## src/rtl/mult_pkg.sv

```systemverilog
// Shared definitions for the multiplier requester: FSM encoding, default widths, operand packing offsets.
package mult_pkg;

  typedef enum logic [1:0] {
    IDLE  = 2'd0,
    ISSUE = 2'd1,
    WAIT  = 2'd2,
    HOLD  = 2'd3
  } mult_state_e;

  localparam int MULT_DATA_WIDTH = 8;
  localparam int TXN_CNT_W       = 16;

  // Operand A rides in the upper half of data_req, operand B in the lower half.
  localparam int OPA_MSB = 2*MULT_DATA_WIDTH - 1;
  localparam int OPA_LSB = MULT_DATA_WIDTH;
  localparam int OPB_MSB = MULT_DATA_WIDTH - 1;
  localparam int OPB_LSB = 0;

endpackage

```

## src/rtl/mult_req_timer.sv

```systemverilog
// WAIT-state ack watchdog: counts cycles spent in WAIT, flags expiry on the TIMEOUT_CYC-th cycle.
// Zero-latency expired output; no backpressure (pure counter).
module mult_req_timer #(
  parameter int TIMEOUT_CYC = 64
) (
  input  logic clk,
  input  logic rst_n,
  input  logic clr,
  input  logic run,
  output logic expired
);

  localparam int CW = $clog2(TIMEOUT_CYC + 1);

  logic [CW-1:0] cnt_q, cnt_d;

  always_comb begin
    cnt_d = cnt_q;
    if (clr) begin
      cnt_d = '0;
    end else if (run) begin
      cnt_d = cnt_q + CW'(1);
    end
  end

  assign expired = run && (cnt_q == CW'(TIMEOUT_CYC - 1));

  always_ff @(posedge clk or negedge rst_n) begin
    if (!rst_n) begin
      cnt_q <= '0;
    end else begin
      cnt_q <= cnt_d;
    end
  end

endmodule

```

## src/rtl/mult_requester.sv

```systemverilog
// Req/ack initiator for the shift-and-add multiplier; accept->req 1 cycle, ack->out_valid 1 cycle.
// One transaction in flight; in_ready low until out_ready drains the product. Optional MULT_REQ_TIMEOUT_EN.
module mult_requester
  import mult_pkg::*;
#(
  parameter int DATA_WIDTH  = MULT_DATA_WIDTH,
  parameter int TIMEOUT_CYC = 64
) (
  input  logic                    clk,
  input  logic                    rst_n,
  input  logic                    in_valid,
  output logic                    in_ready,
  input  logic [DATA_WIDTH-1:0]   in_a,
  input  logic [DATA_WIDTH-1:0]   in_b,
  output logic                    req,
  output logic [2*DATA_WIDTH-1:0] data_req,
  input  logic                    ack,
  input  logic [2*DATA_WIDTH-1:0] data_ack,
  output logic                    out_valid,
  input  logic                    out_ready,
  output logic [2*DATA_WIDTH-1:0] out_data,
  output logic                    busy,
  output logic [TXN_CNT_W-1:0]    txn_cnt
`ifdef MULT_REQ_TIMEOUT_EN
  ,
  output logic                    timeout_err
`endif
);

  mult_state_e             state_q, state_d;
  logic [2*DATA_WIDTH-1:0] data_req_q, data_req_d;
  logic [2*DATA_WIDTH-1:0] out_data_q, out_data_d;
  logic [TXN_CNT_W-1:0]    txn_cnt_q, txn_cnt_d;
  logic                    tmr_expired;

`ifdef MULT_REQ_TIMEOUT_EN
  logic timeout_err_q, timeout_err_d;

  // Entry to WAIT is only ever from ISSUE, so clearing there restarts the count per request.
  mult_req_timer #(
    .TIMEOUT_CYC (TIMEOUT_CYC)
  ) u_timer (
    .clk     (clk),
    .rst_n   (rst_n),
    .clr     (state_q == ISSUE),
    .run     (state_q == WAIT),
    .expired (tmr_expired)
  );

  assign timeout_err = timeout_err_q;
`else
  logic tmo_unused;
  assign tmo_unused  = (TIMEOUT_CYC > 0);
  assign tmr_expired = 1'b0;
`endif

  always_comb begin
    state_d    = state_q;
    data_req_d = data_req_q;
    out_data_d = out_data_q;
    txn_cnt_d  = txn_cnt_q;
`ifdef MULT_REQ_TIMEOUT_EN
    timeout_err_d = timeout_err_q;
`endif
    case (state_q)
      IDLE: begin
        if (in_valid) begin
          data_req_d = {in_a, in_b};
          state_d    = ISSUE;
        end
      end
      ISSUE: state_d = WAIT;
      WAIT: begin
        if (ack) begin
          out_data_d = data_ack;
          state_d    = HOLD;
        end else if (tmr_expired) begin
          out_data_d = '1;
`ifdef MULT_REQ_TIMEOUT_EN
          timeout_err_d = 1'b1;
`endif
          state_d    = HOLD;
        end
      end
      HOLD: begin
        if (out_ready) begin
          txn_cnt_d = txn_cnt_q + TXN_CNT_W'(1);
          state_d   = IDLE;
        end
      end
      default: state_d = IDLE;
    endcase
  end

  always_ff @(posedge clk or negedge rst_n) begin
    if (!rst_n) begin
      state_q    <= IDLE;
      data_req_q <= '0;
      out_data_q <= '0;
      txn_cnt_q  <= '0;
`ifdef MULT_REQ_TIMEOUT_EN
      timeout_err_q <= 1'b0;
`endif
    end else begin
      state_q    <= state_d;
      data_req_q <= data_req_d;
      out_data_q <= out_data_d;
      txn_cnt_q  <= txn_cnt_d;
`ifdef MULT_REQ_TIMEOUT_EN
      timeout_err_q <= timeout_err_d;
`endif
    end
  end

  assign in_ready  = (state_q == IDLE);
  assign req       = (state_q == ISSUE);
  assign out_valid = (state_q == HOLD);
  assign busy      = (state_q != IDLE);
  assign data_req  = data_req_q;
  assign out_data  = out_data_q;
  assign txn_cnt   = txn_cnt_q;

endmodule

```

## config.mk

```make
export PLATFORM = sky130hd
export DESIGN_NAME = mult_requester
export DESIGN_NICKNAME = d
export VERILOG_FILES = /design/src/rtl/mult_pkg.sv /design/src/rtl/mult_req_timer.sv /design/src/rtl/mult_requester.sv
export SDC_FILE = /design/constraint.sdc
export NUM_CORES = 1
export LEC_CHECK = 0
export CORE_MARGIN = 2
export CORE_UTILIZATION = 30
export DETAILED_ROUTE_END_ITERATION = 6
export GPL_ROUTABILITY_DRIVEN = 1
export HOLD_SLACK_MARGIN = 0.1
export SYNTH_ARGS = -nofsm -noshare
export SYNTH_HDL_FRONTEND = slang
export SYNTH_SLANG_ARGS = --single-unit
```

## constraint.sdc

```tcl
create_clock -name clk -period 3.32 [get_ports clk]
set_clock_uncertainty 0.2 [all_clocks]
set_input_delay 0.332 -clock clk [delete_from_list [all_inputs] [get_ports clk]]
set_output_delay 0.332 -clock clk [all_outputs]
set_load 0.05 [all_outputs]
```

==> results of run 1 <==
-- area by class of cell --
class / instances / share of cell area (%)
inverters: 6 / 0.720
clock buffers: 7 / 2.76
clock inverters: 1 / 0.160
multi-input cells: 86 / 24.6
well taps: 80 / 3.20
flip-flops and latches: 50 / 40.0
repair buffers: 90 / 28.5
-- final timing paths --
| path | start | end | slack [ns] | cells past startpoint |
|---|---|---|---|---|
| min in group asynchronous | rst_n | txn_cnt[13] | 0.41 | 2 |
| max | state_q[0] | busy | 0.90 | 4 |
| min | txn_cnt[15] | txn_cnt[15] | 0.27 | 1 |
| min reg2reg | txn_cnt[15] | txn_cnt[15] | 0.27 | 1 |
| max in group asynchronous | rst_n | data_req[4] | 1.77 | 3 |
| max reg2reg | state_q[0] | data_req[8] | 1.33 | 4 |
-- synth_stat cells (all sizes together) --
cell type	number	area [µm²]
a221oi	1	8.76
ha	5	62.6
and2b	1	8.76
buf	2	10.0
nand2	8	32.5
o32a	1	10.0
nor3	2	15.0
mux2	33	372
nor4	2	33.8
nor2	4	15.0
o21ai	1	5.00
nand4	1	12.5
xnor2	10	87.6
inv	6	22.5
xor2	5	43.8
dfrtp	50	1250
nand3	9	45.0
and3	3	18.8
-- stage by stage --
stage / total power, mW / std cells / util (%)
after CTS: 3.33 / 320 / 46.6
after global routing: 3.46 / 320 / 46.6
after detailed placement: 2.96 / 311 / 45.1
after floorplan: 2.30 / 144 / -
after global placement: 2.94 / 311 / 45.1
final: 3.29 / 320 / 46.6
-- timing repair --
item | CTS | global route
buffers inserted | 0 | 0
endpoints found under the hold margin | 30 | 0
hold buffers | 1 | 0
-- layer usage --
metal / vias to the layer above / track usage [%] / part of all wire, %
met5: - / 0 / 0
met4: 0 / 3.41 / 0.87
met3: 4 / 3.52 / 6.6
met2: 58 / 19.4 / 44
met1: 698 / 16.8 / 49
li1: 682 / - / -
-- logic make-up (layout without fill, tap and decap cells) --
logic type / count (synthesis) / after routing / share of synthesized area (%)
DFF: 50 / 50 / 60.9
muxes: 33 / 33 / 18.1
and+or+nand+nor: 30 / 30 / 8.83
xor gates and xnor gates: 15 / 15 / 6.39
buffers and inverters: 8 / 104 / 1.58
adders and majority gates: 5 / 5 / 3.05
AOI/OAI and AO/OA: 3 / 3 / 1.16
-- critical path, stage by stage (launching register included) --
cell	delay, ns
dfrtp_1	0.40
inv_1	0.07
ha_1	0.26
inv_1	0.07
clkdlybuf4s50_1	0.79
-- cells in the final DEF, fill, tap and decap left out, drive strengths merged --
| cell type | netlist | final |
|---|---|---|
| clkdlybuf4s50 | 0 | 87 |
| dfrtp | 50 | 50 |
| mux2 | 33 | 33 |
| xnor2 | 10 | 10 |
| nand3 | 9 | 9 |
| nand2 | 8 | 8 |
| clkbuf | 0 | 7 |
| inv | 6 | 6 |
| xor2 | 5 | 5 |
| ha | 5 | 5 |
| nor2 | 4 | 4 |
| and3 | 3 | 3 |
| nor4 | 2 | 2 |
| nor3 | 2 | 2 |
| buf | 2 | 2 |
| nand4 | 1 | 1 |
| and2b | 1 | 1 |
| a221oi | 1 | 1 |
| o32a | 1 | 1 |
| o21ai | 1 | 1 |
| clkinv | 0 | 1 |
| dlygate4sd3 | 0 | 1 |
-- state kept, by name (all words and copies together), names as in the netlist --
name and count:
data_req 16, out_data 16, state_q 2, txn_cnt 16
-- power by group through the flow --
stage          Combinational [mW]  Clock [mW]  Sequential (mW)
6_report                     1.93       0.362            0.990
3_3_place_gp                 1.94           0            0.994
5_1_grt                      2.04       0.401             1.02
2_1_floorplan               0.500           0             1.80
3_5_place_dp                 1.95           0             1.01
4_1_cts                      1.96       0.379            0.993
==> results.yml, run 1 <==
finish:
  syn_to_final_growth_pct: 52.3
  area.sequential_um2: 1250
  multi_input_area_um2: 771
  n_fill_cell: 614
  layout.nets: 281
  diodes: 0
  final_design_area_no_fill_um2: 3130
  drive_gt1_share_pct: 20.0
global_route:
  grt_pass1_vias: 1453
  grt_max_degree: 32
  grt_overflow_total: 0
  grt_antenna_before_repair: 0
  gr-usage-all-layers_pct: 12.4
  grt_pass1_wl_um: 7280
pwr:
  peakVddDrop_mv: 0.531
  power.leakage_nw: 1.36
  pwr-share-comb_pct: 58.9
  swShare_pct: 47.2
  pwr-share-clk_pct: 11.0
  p_sw_mw: 1.55
  p_int_mw: 1.74
  p_per_area_nw_per_um2: 1050
  power_frac_seq_pct: 30.1
placed_design:
  gp_congestion: 0.708
  portBuffers: 88
  dp_slack_ns: 1.21
  place_area_um2: 3030
  dp_hpwl_um: 3290
clocking:
  ctsResizeCount: 0
  cts_buffer_depth: 2
  clk_pin_slew_ns: 0.09
  tritoncts: "yes"
  cts_root_buffer: "clkbuf_8"
  cts.sinks: 50
  htree_levels: 2
  cts_buffers: 5
  insertion_delay_ns: 0.30
timing:
  finalWorstSetupSlack_ns: 0.901
  grt_setup_unrepaired: "no"
  setup_viol: 0
  worst_hold_slack_ns: 0.275
  period_needed_ns: 2.42
  timing.final.max_slew_violations: 0
  slew_headroom_pct: 52.0
  worst_slew_pin_slew_ns: 0.718
  hold_viol: 0
  fin_setup_tns_ns: 0
  min_period_over_period_pct: 72.9
  fmax_mhz: 413
die:
  die_h_um: 86.8
  start_util_pct: 30.6
  core_area_um2: 6720
  ios: 89
  num_rows: 30
  fp.dieW_um: 86.8
  dieArea_um2: 7530
route:
  dr.pass1.iters: 4
  drc: 0
  ant_nets: 0
  drt_iter0_drc: 19
  routedWlPerCell_um: 13.7
  routed_wl_um: 4380
  vias_per_cell: 4.51
  num_vias: 1442
synthesis:
  synth_cell_types: 21
  synth_nets: 186
  avgSynthCellArea_um2: 14.3
  syn_inst: 144
  syn_area_um2: 2050
  ys_ff_latch: 50
  yosysSeqAreaShare_pct: 60.9
  yosys_warnings: 0
run:
  drv_cap: 0
hold_path:
  min_path_type: "reg2reg"
critical_path:
  path_class: "reg2out"
  endpoint_kind: "output port"
  cp.required_ns: 2.79
  crit_fanout: 5
  start_kind: "flip-flop"
  arrival_ns: 1.89
run_status:
  outcome: "complete, no violations"
(Power assumes the default switching activity.)
==> inputs of run 2 (changes only) <==
==> constraint.sdc (replaced) <==
create_clock -name clk -period 2.3 [get_ports clk]
set_clock_uncertainty 0.2 [all_clocks]
set_input_delay 0.23 -clock clk [delete_from_list [all_inputs] [get_ports clk]]
set_output_delay 0.23 -clock clk [all_outputs]
set_load 0.05 [all_outputs]
==> results.yml, run 2 (synthesized netlist as in run 1, its figures left out) <==
clocking:
  cts_root_buffer: "clkbuf_8"
  insertion_delay_ns: 0.30
  cts_buffer_depth: 2
  cts.sinks: 50
  cts_buffers: 5
  clk_pin_slew_ns: 0.09
  tritoncts: "yes"
  htree_levels: 2
finish:
  final_common_cell: "clkdlybuf4s50_1"
  area.sequential_um2: 1250
  final_util_pct: 47.0
  drive_gt1_share_pct: 22.6
  mostFrequentLayoutCells: "clkdlybuf4s50_1, dfrtp_1, mux2_2, xnor2_1, nand3_1"
  n_fill_cell: 613
  multi_input_area_um2: 771
  layout.nets: 284
  syn_to_final_growth_pct: 53.7
  diodes: 0
timing:
  fmax_mhz: 457
  worst_slew_pin_slew_ns: 0.547
  slew_headroom_pct: 63.4
  period_needed_ns: 2.19
  setup_viol: 0
  hold_viol: 0
  finalWorstSetupSlack_ns: 0.113
  fin_setup_tns_ns: 0
  timing.final.max_slew_violations: 0
  grt_setup_unrepaired: "no"
  min_period_over_period_pct: 95.1
route:
  dr.pass1.iters: 4
  drc: 0
  num_vias: 1426
  vias_per_cell: 4.41
  ant_nets: 0
  drt_iter0_drc: 38
  routedWlPerCell_um: 13.8
  routed_wl_um: 4450
placed_design:
  dp_hpwl_um: 3350
  portBuffers: 88
  gp_congestion: 0.713
  dp_slack_ns: 0.343
pwr:
  p_total_mw: 4.79
  power.leakage_nw: 1.38
  swShare_pct: 46.9
  p_per_area_nw_per_um2: 1520
  pwr-share-clk_pct: 11.8
  p_int_mw: 2.54
  peakVddDrop_mv: 0.693
  pwr-share-comb_pct: 58.5
  power_frac_seq_pct: 29.7
  p_sw_mw: 2.25
die:
  ios: 89
  start_util_pct: 30.6
  num_rows: 30
  dieArea_um2: 7530
  fp.dieW_um: 86.8
  core_area_um2: 6720
  die_h_um: 86.8
hold_path:
  min_path_type: "in2async"
global_route:
  grt_antenna_before_repair: 0
  grt_pass1_wl_um: 7230
  grt_overflow_total: 0
  grt_max_degree: 26
  gr-usage-all-layers_pct: 12.4
  grt_pass1_vias: 1416
critical_path:
  start_kind: "flip-flop"
  r2r_slack_ns: 0.44
  rr_worst_depth: 5
  crit_fanout: 3
  cp.required_ns: 1.87
  arrival_ns: 1.76
  endpoint_kind: "output port"
  path_class: "reg2out"
run_status:
  outcome: "complete, no violations"
run:
  drv_cap: 0
## run 2: changes by cell type in the layout (fill, tap and decap cells not counted), sizes merged
cell / change
buf: +6
clkdlybuf4s50: -3
## run 2: cell type report
cell class / count / area share (%)
sequential: 50 / 39.6
clock inverter: 1 / 0.277
multi-input combinational: 86 / 24.4
tap: 80 / 3.17
timing repair buffer: 93 / 28.8
inverter: 6 / 0.713
clock buffer: 7 / 3.05
## run 2: worst paths after layout
check / from / end
max: state_q[1] / req
min: rst_n / data_req[12]
max reg2reg: state_q[0] / txn_cnt[14]
min reg2reg: txn_cnt[15] / txn_cnt[15]
max in group asynchronous: rst_n / out_data[9]
min in group clk: txn_cnt[15] / txn_cnt[15]
## run 2: power groups by stage
| stage | combinational (mW) | clock [mW] | sequential, mW |
|---|---|---|---|
| after floorplan | 0.722 | 0 | 2.60 |
| after CTS | 2.83 | 0.593 | 1.43 |
| after global placement | 2.81 | 0 | 1.43 |
| final | 2.80 | 0.564 | 1.42 |
| after global routing | 2.94 | 0.624 | 1.47 |
| after detailed placement | 2.83 | 0 | 1.45 |
## run 2: repair_timing
item / 4_1_cts / 5_1_grt
gates resized for setup: 0 / 0
hold buffers: 1 / 0
buffers inserted: 0 / 0
hold endpoints to repair: 23 / 0
## run 2: per-stage QoR
| step | instances | hold WS (ns) | cell area, µm² |
|---|---|---|---|
| global placement | 314 | 0.0580 | 3040 |
| global route | 323 | 0.282 | 3160 |
| finish | 323 | 0.245 | 3160 |
| detailed placement | 314 | 0.0544 | 3040 |
| CTS | 323 | 0.259 | 3160 |
| floorplan | 144 | -0.266 | 2050 |
## run 2: metal layers
layer  track usage, %  vias to the layer above  share of wire [%]
met5                0                        -                  0
met1             17.0                      672                 47
li1                 -                      690                  -
met3             3.62                        6                7.0
met2             18.6                       58                 44
met4             4.55                        0                1.5
## run 2: worst max-delay path, cell delays in order, from the launching register on
cell             delay, ns
dfrtp_1               0.41
inv_1                 0.11
ha_1                  0.15
clkdlybuf4s50_1       0.79
